## config.mk

```make
export PLATFORM = sky130hd
export DESIGN_NAME = fifo_burst_reader_flat
export DESIGN_NICKNAME = d
export VERILOG_FILES = /design/src/rtl/fifo_burst_reader_pkg.sv /design/src/rtl/fifo_burst_reader_if.sv /design/src/rtl/fifo_burst_reader_obuf.sv /design/src/rtl/fifo_burst_reader.sv /design/src/flat_wrapper.sv
export SDC_FILE = /design/constraint.sdc
export NUM_CORES = 1
export LEC_CHECK = 0
export ABC_AREA = 1
export CORE_UTILIZATION = 40
export CTS_CLUSTER_DIAMETER = 30
export DETAILED_ROUTE_END_ITERATION = 16
export MAX_ROUTING_LAYER = met4
export PLACE_DENSITY = 0.67
export SLEW_MARGIN = 10
export SYNTH_ARGS = -nofsm -noshare
export SYNTH_HDL_FRONTEND = slang
export SYNTH_SLANG_ARGS = --single-unit
```

## constraint.sdc

```tcl
create_clock -name clk -period 1.9 [get_ports clk]
set_input_delay 0.285 -clock clk [delete_from_list [all_inputs] [get_ports clk]]
set_output_delay 0.285 -clock clk [all_outputs]
set_load 0.02 [all_outputs]
```

## src/rtl/fifo_burst_reader_pkg.sv

```systemverilog
// Shared FSM state type and output-buffer sizing for fifo_burst_reader.
package fifo_burst_reader_pkg;

  typedef enum logic [1:0] {
    ST_IDLE  = 2'd0,
    ST_RUN   = 2'd1,
    ST_DRAIN = 2'd2
  } state_t;

  localparam int unsigned OBUF_DEPTH = 2;
  localparam int unsigned OCC_W      = $clog2(OBUF_DEPTH + 1);

endpackage

```

## src/rtl/fifo_burst_reader_if.sv

```systemverilog
// Command, FIFO read-port and downstream stream signals of fifo_burst_reader.
interface fifo_burst_reader_if #(
  parameter int unsigned WIDTH = 8,
  parameter int unsigned LEN_W = 4
);
  logic             cmd_start;
  logic [LEN_W-1:0] cmd_len;
  logic             busy;
  logic             done;
  logic             fifo_rd;
  logic             fifo_empty;
  logic [WIDTH-1:0] fifo_data;
  logic             m_valid;
  logic             m_ready;
  logic [WIDTH-1:0] m_data;

  modport master (
    input  cmd_start, cmd_len, fifo_empty, fifo_data, m_ready,
    output busy, done, fifo_rd, m_valid, m_data
  );

  modport slave (
    output cmd_start, cmd_len, fifo_empty, fifo_data, m_ready,
    input  busy, done, fifo_rd, m_valid, m_data
  );
endinterface

```

## src/rtl/fifo_burst_reader_obuf.sv

```systemverilog
// Two-entry valid/ready output buffer; head word is held stable until accepted.
module fifo_burst_reader_obuf
  import fifo_burst_reader_pkg::*;
#(
  parameter int unsigned WIDTH = 8
) (
  input  logic             clk,
  input  logic             rst,
  input  logic             wr_en,
  input  logic [WIDTH-1:0] wr_data,
  output logic             valid,
  input  logic             ready,
  output logic [WIDTH-1:0] data,
  output logic [OCC_W-1:0] occ
);

  logic [WIDTH-1:0] head;
  logic [WIDTH-1:0] tail;
  logic [OCC_W-1:0] count;
  logic             rd;

  assign valid = (count != '0);
  assign data  = head;
  assign occ   = count;
  assign rd    = valid && ready;

  // head is the presented word; tail only ever holds the second-oldest word
  always_ff @(posedge clk or posedge rst) begin
    if (rst) begin
      head  <= '0;
      tail  <= '0;
      count <= '0;
    end else begin
      case ({wr_en, rd})
        2'b10: begin
          if (count == '0) begin
            head  <= wr_data;
            count <= count + OCC_W'(1);
          end else if (count == OCC_W'(1)) begin
            tail  <= wr_data;
            count <= count + OCC_W'(1);
          end
        end
        2'b01: begin
          if (count == OCC_W'(OBUF_DEPTH)) head <= tail;
          count <= count - OCC_W'(1);
        end
        2'b11: begin
          if (count == OCC_W'(OBUF_DEPTH)) begin
            head <= tail;
            tail <= wr_data;
          end else begin
            head <= wr_data;
          end
        end
        default: ;
      endcase
    end
  end

endmodule

```

## src/rtl/fifo_burst_reader.sv

```systemverilog
// Pops cmd_len words from a synchronous FIFO and streams them out on valid/ready.
// Define FIFO_BURST_READER_STATS_EN to add the saturating stat_words handshake counter.
module fifo_burst_reader
  import fifo_burst_reader_pkg::*;
#(
  parameter int unsigned WIDTH = 8,
  parameter int unsigned LEN_W = 4
) (
  input  logic                      clk,
  input  logic                      rst,
  fifo_burst_reader_if.master       bus
`ifdef FIFO_BURST_READER_STATS_EN
  ,
  output logic [15:0]               stat_words
`endif
);

  state_t           state;
  logic [LEN_W-1:0] remaining;
  logic             inflight;
  logic             busy_q;
  logic             done_q;
  logic [OCC_W-1:0] occ;
  logic [OCC_W:0]   pending;
  logic             hs;
  logic             pop;

  assign hs      = bus.m_valid && bus.m_ready;
  assign pending = {1'b0, occ} + (OCC_W+1)'(inflight);
  // a word leaving this cycle frees a slot for the pop issued now
  assign pop     = (remaining != '0) && !bus.fifo_empty &&
                   (pending < (OCC_W+1)'(OBUF_DEPTH) + (OCC_W+1)'(hs));

  assign bus.fifo_rd = pop;
  assign bus.busy    = busy_q;
  assign bus.done    = done_q;

  fifo_burst_reader_obuf #(.WIDTH(WIDTH)) u_obuf (
    .clk     (clk),
    .rst     (rst),
    .wr_en   (inflight),
    .wr_data (bus.fifo_data),
    .valid   (bus.m_valid),
    .ready   (bus.m_ready),
    .data    (bus.m_data),
    .occ     (occ)
  );

  always_ff @(posedge clk or posedge rst) begin
    if (rst) begin
      state     <= ST_IDLE;
      remaining <= '0;
      inflight  <= 1'b0;
      busy_q    <= 1'b0;
      done_q    <= 1'b0;
    end else begin
      done_q   <= 1'b0;
      inflight <= pop;
      if (pop) remaining <= remaining - LEN_W'(1);
      case (state)
        ST_IDLE: begin
          if (bus.cmd_start) begin
            if (bus.cmd_len != '0) begin
              state     <= ST_RUN;
              remaining <= bus.cmd_len;
              busy_q    <= 1'b1;
            end else begin
              done_q <= 1'b1;
            end
          end
        end
        ST_RUN: begin
          if (pop && remaining == LEN_W'(1)) state <= ST_DRAIN;
        end
        ST_DRAIN: begin
          if (!inflight && occ == OCC_W'(1) && hs) begin
            state  <= ST_IDLE;
            busy_q <= 1'b0;
            done_q <= 1'b1;
          end
        end
        default: begin
          state  <= ST_IDLE;
          busy_q <= 1'b0;
        end
      endcase
    end
  end

`ifdef FIFO_BURST_READER_STATS_EN
  always_ff @(posedge clk or posedge rst) begin
    if (rst) begin
      stat_words <= '0;
    end else if (hs && stat_words != '1) begin
      stat_words <= stat_words + 16'd1;
    end
  end
`endif

endmodule
```

## src/flat_wrapper.sv

```systemverilog
// flat-port wrapper written by rule: the top's interface ports become plain ports
module fifo_burst_reader_flat import fifo_burst_reader_pkg::*;
#(
  parameter int unsigned WIDTH = 8,
  parameter int unsigned LEN_W = 4
)
  (clk, rst, bus_cmd_start, bus_cmd_len, bus_fifo_empty, bus_fifo_data, bus_m_ready, bus_busy, bus_done, bus_fifo_rd, bus_m_valid, bus_m_data);
  fifo_burst_reader_if #(.WIDTH(WIDTH), .LEN_W(LEN_W)) bus_i ();
  input  logic clk;
  input  logic rst;
  input wire logic [$bits(bus_i.cmd_start)-1:0] bus_cmd_start;
  input wire logic [$bits(bus_i.cmd_len)-1:0] bus_cmd_len;
  input wire logic [$bits(bus_i.fifo_empty)-1:0] bus_fifo_empty;
  input wire logic [$bits(bus_i.fifo_data)-1:0] bus_fifo_data;
  input wire logic [$bits(bus_i.m_ready)-1:0] bus_m_ready;
  output wire logic [$bits(bus_i.busy)-1:0] bus_busy;
  output wire logic [$bits(bus_i.done)-1:0] bus_done;
  output wire logic [$bits(bus_i.fifo_rd)-1:0] bus_fifo_rd;
  output wire logic [$bits(bus_i.m_valid)-1:0] bus_m_valid;
  output wire logic [$bits(bus_i.m_data)-1:0] bus_m_data;
  assign bus_i.cmd_start = bus_cmd_start;
  assign bus_i.cmd_len = bus_cmd_len;
  assign bus_i.fifo_empty = bus_fifo_empty;
  assign bus_i.fifo_data = bus_fifo_data;
  assign bus_i.m_ready = bus_m_ready;
  assign bus_busy = bus_i.busy;
  assign bus_done = bus_i.done;
  assign bus_fifo_rd = bus_i.fifo_rd;
  assign bus_m_valid = bus_i.m_valid;
  assign bus_m_data = bus_i.m_data;
  fifo_burst_reader #(.WIDTH(WIDTH), .LEN_W(LEN_W)) u_core (.clk(clk), .rst(rst), .bus(bus_i));
endmodule
```

# Word level (Yosys, flattened, before mapping)
# Index checks and enable logic that the tools add are counted.
# op_classes
eq_ne,18
magnitude_cmp,1
n_reduce_logical,21
n_mux,28
bitwise,1
n_addsub,5
# ops
op,count
$mux 8,6
$pmux 8 s3,1
$mux 4,4
$pmux 8 s2,1
$mux 2,6
$reduce_and 4->1,3
$ne 2x2->1 const B,5
$eq 2x2->1 const B,4
$ne 2x1->1 const B,4
$reduce_bool 4->1,2
$eq 2x1->1 const B,3
$logic_and 1x1->1,6
$mux 1,6
$pmux 2 s3,1
$reduce_bool 2->1,3
$eq 4x1->1 const B,1
$logic_not 2->1,2
$pmux 2 s2,1
$sub 4x1->4 const B,1
$add 2x1->3,1
$add 2x1->3 const A,1
$lt 3x3->1,1
$ne 3x2->1 const B,1
$pmux 1 s3,1
8 further kinds,9
# word_totals
in_bits,17
regBits,27
elab_cells,82

# Depth between registers and ports, before layout
# logic_depth
depth_word,9
depth_mapped,13
mapped_depth_nobuf,13

# Cells and area by module
# A second synthesis with hierarchy kept.
# hier_totals
cells_unflattened,246
hier_area_um2,1719.1
# by_module_without_submodules
module,cells_each,area_per_inst_um2,seq_area_each_um2,instances
fifo_burst_reader_obuf,153,1089.8,450.4,1
fifo_burst_reader,93,629.4,225.2,1

# Least setup slack after synthesis
# No wires, ideal clock.
# synth_path
kind,reg-to-reg
startpoint,register u_core.u_obuf.count[0] (netlist: u_core.u_obuf.occ[0])
endpoint,register u_core.u_obuf.head[0] (netlist: u_core.u_obuf.data[0])
setup_time_ns,0.117
synth_period_minus_slack_ns,1.950
path_slack_ns,-0.050
stages_incl_launch_ff,12
arrival_ns,1.833
required_time_ns,1.783
cell_sequence,dfrtp_1 inv_1 ha_1 inv_1 nand2_1 inv_1 ha_1 inv_1 o21ai_1 o22ai_1 nand2_1 nand2_1
# synth_via
elab_chain_len,5
# synth_rtl
element,line_no,text
from (decl),fifo_burst_reader_obuf.sv:19,logic [OCC_W-1:0] count;
from (signal assigned),fifo_burst_reader_obuf.sv:38,count <= count + OCC_W'(1);
from (signal assigned),fifo_burst_reader_obuf.sv:41,count <= count + OCC_W'(1);
from (signal assigned),fifo_burst_reader_obuf.sv:46,count <= count - OCC_W'(1);
$reduce_bool 2->1 *,fifo_burst_reader_obuf.sv:22,assign valid = (count != '0);
via bus_m_valid,flat_wrapper.sv:19,output wire logic [$bits(bus_i.m_valid)-1:0] bus_m_valid;
$logic_and 1x1->1 *,fifo_burst_reader_obuf.sv:25,assign rd = valid && ready;
$eq 2x1->1 or $eq 2x2->1 (tied branches),fifo_burst_reader_obuf.sv:34,"case ({wr_en, rd})"
$ne 2x2->1 (no line) or $reduce_bool 3->1 (tied branches),-,
$reduce_and 3->1 (no line),-,
to (signal assigned),fifo_burst_reader_obuf.sv:37,head <= wr_data;
to (signal assigned),fifo_burst_reader_obuf.sv:45,if (count == OCC_W'(OBUF_DEPTH)) head <= tail;
to (signal assigned),fifo_burst_reader_obuf.sv:50,head <= tail;
to (decl),fifo_burst_reader_obuf.sv:17,logic [WIDTH-1:0] head;
# The timed path passes the listed nets; every way through them passes the cells marked *.
# A chain may end at the register's enable or synchronous reset.

# Final worst setup path
# layout_path
startpoint,register u_core.u_obuf.count[0] (netlist: u_core.u_obuf.occ[0])
endpoint,output port bus_m_valid
# layout_via
elab_chain_len,1
# layout_rtl
element,line_no
$reduce_bool 2->1,fifo_burst_reader_obuf.sv:22
to (decl),flat_wrapper.sv:19
# No other way between the ends.

==> results.json <==
{
  "hpwl_mm": 2.27,
  "grt_pass1_vias": 1194,
  "setup_slack_ns": 0.0992,
  "grt_usage": 0.174,
  "run_status": "finished clean",
  "synth_compound_area_frac": 0.111,
  "finalSetupViolations": 0,
  "worst_setup_path_start_kind": "register",
  "syn_area_sq_mm": 0.00149,
  "grt_max_degree": 28,
  "final_antenna_net_count": 0,
  "drt_wl_total_mm": 3.15,
  "grt_pass1_wl_mm": 5.28,
  "utilization": 0.619,
  "max_cap_violations": 0,
  "place_congestion": 0.778,
  "insertion_delay_ns": 0.27,
  "critPathKind": "register to primary output",
  "reg2reg_slack_ns": 0.12,
  "dieArea_sq_mm": 0.00397,
  "period_share": 0.948,
  "required_ns": 1.62,
  "grt_overflow": 0,
  "yosys_warnings": 0,
  "synth_top_family_by_area": "simple AND/OR/NAND/NOR gates",
  "synth-seq-cells": 27,
  "h-tree-depth": 1,
  "first_pass_iters": 5,
  "vias_per_cell": 4.57,
  "crit_arrival_ns": 1.52,
  "synth_cell_type_count": 18,
  "yosysSeqAreaShare": 0.454,
  "antenna_found_initial": 0,
  "syn_nets": 217,
  "area_growth_syn_to_layout_pct": 43.1,
  "drive_above_1_share": 0.199,
  "synthAdderAreaFrac": 0.0924,
  "drtIter0Drc": 97,
  "synthXorXnorAreaFrac": 0.0176,
  "relSlewSlack": 0.766,
  "post-route-drc-count": 0,
  "clockBufferDepth": 2,
  "nets": 270,
  "die_w_microns": 63.0,
  "num_vias": 1313,
  "cts_tree": "yes",
  "p_leak_nw": 1.08,
  "hold_viol_final": 0,
  "antenna_cells": 0,
  "worstRegToRegCells": 12,
  "drv_slew": 0,
  "cts.sinks": 27,
  "post-route-min-period_ns": 1.80,
  "wl_per_cell_microns": 11.0,
  "die-height_microns": 63.0,
  "fill_cells": 290,
  "place_worst_setup_slack_ns": -0.126,
  "rr_endpoint": "u_core.u_obuf.tail[5]$_DFFE_PP0P_",
  "cts.reportedPaths.clkPinSlew_ns": 0.09,
  "p_total_mw": 3.43,
  "setup_tns_ns": 0,
  "clock_skew_ns": 0.00421,
  "start_util": 0.433,
  "ioPinCount": 29,
  "synthCells": 189,
  "fp-row-count": 21,
  "final_area_sq_mm": 0.00213,
  "crit_path_end_kind": "primary output",
  "cts_made_buffers": 3,
  "synth_mux_area_frac": 0,
  "fmax_ghz": 0.555,
  "vdd_ir_drop_max_mv": 0.819,
  "cp_max_fo": 3,
  "synth-simple-area-share": 0.227,
  "reg2reg_from": "u_core.u_obuf.occ[0]$_DFFE_PP0P_",
  "placed_area_sq_mm": 0.00194,
  "hp-class": "primary input to async pin",
  "avgSynthCellArea_sq_um": 7.88,
  "tightest_slew_ns": 0.351,
  "core_sq_mm": 0.00344,
  "clock-root-buffer": "clkbuf_8",
  "port_buffers": 28,
  "power_density_mw_per_mm2": 1610
}
## registers in the layout, indices dropped and copies added (netlist names)
name                cells
u_core.u_obuf.data      8
u_core.inflight         1
u_core.bus.busy         1
u_core.state            2
u_core.remaining        4
u_core.u_obuf.occ       2
u_core.u_obuf.tail      8
u_core.bus.done         1
## power by group
group,internal [mW],switching (mW),total [mW],leakage (nW)
clock,0.150,0.178,0.329,0.0228
combinational,0.959,1.15,2.11,0.725
sequential,0.840,0.153,0.993,0.333
total,1.95,1.49,3.43,1.08
## cell type report
class | instances | area (sq um) | share of cell area
clock buffers | 4 | 45.0 | 0.0211
inverters | 36 | 141 | 0.0664
multi-input cells | 126 | 773 | 0.363
flip-flops and latches | 27 | 676 | 0.317
well taps | 46 | 57.6 | 0.0270
repair buffers | 48 | 438 | 0.206
## cell usage after synthesis, drive strengths merged
| library cell | number | area share |
|---|---|---|
| a21oi | 3 | 0.018 |
| xor2 | 2 | 0.012 |
| dfrtp | 27 | 0.45 |
| nand3 | 11 | 0.037 |
| nand4 | 1 | 0.0042 |
| o21ai | 15 | 0.055 |
| o22ai | 9 | 0.038 |
| nand3b | 1 | 0.0050 |
| nor2 | 7 | 0.018 |
| xnor2 | 1 | 0.0059 |
| nand2 | 64 | 0.16 |
| ha | 11 | 0.092 |
| inv | 36 | 0.091 |
| buf | 1 | 0.0076 |
## worst max path at each step
stage                                           from                           endpoint  slack (ns)  depth (start not counted)
floorplan           u_core.u_obuf.occ[0]$_DFFE_PP0P_  u_core.u_obuf.tail[0]$_DFFE_PP0P_       -0.02                         10
global route        u_core.u_obuf.occ[0]$_DFFE_PP0P_  u_core.u_obuf.tail[3]$_DFFE_PP0P_      -0.004                         12
CTS                 u_core.u_obuf.occ[0]$_DFFE_PP0P_                        bus_fifo_rd        0.01                          8
finish              u_core.u_obuf.occ[0]$_DFFE_PP0P_                        bus_m_valid         0.1                          6
global placement    u_core.u_obuf.occ[0]$_DFFE_PP0P_                        bus_fifo_rd       -0.09                          8
detailed placement  u_core.u_obuf.occ[0]$_DFFE_PP0P_                        bus_fifo_rd       -0.13                          8
## cell usage in the layout (no fill, tap or decap), types with 3 or more instances in the layout
cell type        Yosys  routed
clkdlybuf4s50_1      0      26
dfrtp_1             27      27
o21ai_4              0       3
buf_6                1       3
inv_2                0       5
o21ai_0             11       6
buf_4                0      18
ha_4                 0       3
nand2_2              1       3
o22ai_1              9       9
nand2_1             63      60
clkbuf_8             0       3
ha_1                11       6
nand3_1             11      10
nor2_1               7       7
o21ai_1              2       5
inv_1               36      29
## critical path, stage by stage (launching register included)
cell,delay (ns)
dfrtp_1,0.40
buf_6,0.12
inv_2,0.05
ha_2,0.16
inv_2,0.05
buf_4,0.14
dlygate4sd2_1,0.32
## metrics by stage
step                      hold WS, ns  instances
after floorplan                 0.338        189
after global placement          0.468        278
after detailed placement        0.472        278
after CTS                       0.382        282
after global routing            0.408        287
final                           0.365        287
## cells by family after synthesis
family,count (synthesis)
fa+ha+maj,11
flops,27
xor+xnor,3
compound gates,27
simple gates,84
buf+inv,37
## layer usage
metal / up-vias / GRT usage / routed length (microns)
met5: - / - / 0
met4: 0 / 0.0610 / 44
li1: 701 / - / -
met2: 25 / 0.277 / 1440
met1: 583 / 0.216 / 1540
met3: 4 / 0.0383 / 119
## timing repair
| item | in CTS | in global routing |
|---|---|---|
| setup endpoints to repair | 10 | 19 |
| cloned | 0 | 1 |
| endpoints found under the hold margin | 0 | 0 |
| hold buffers | 0 | 0 |
| setup buffers | 0 | 4 |
| resized for setup | 7 | 33 |
| pin swaps | 0 | 11 |
Power figures use the tool's default switching activity.
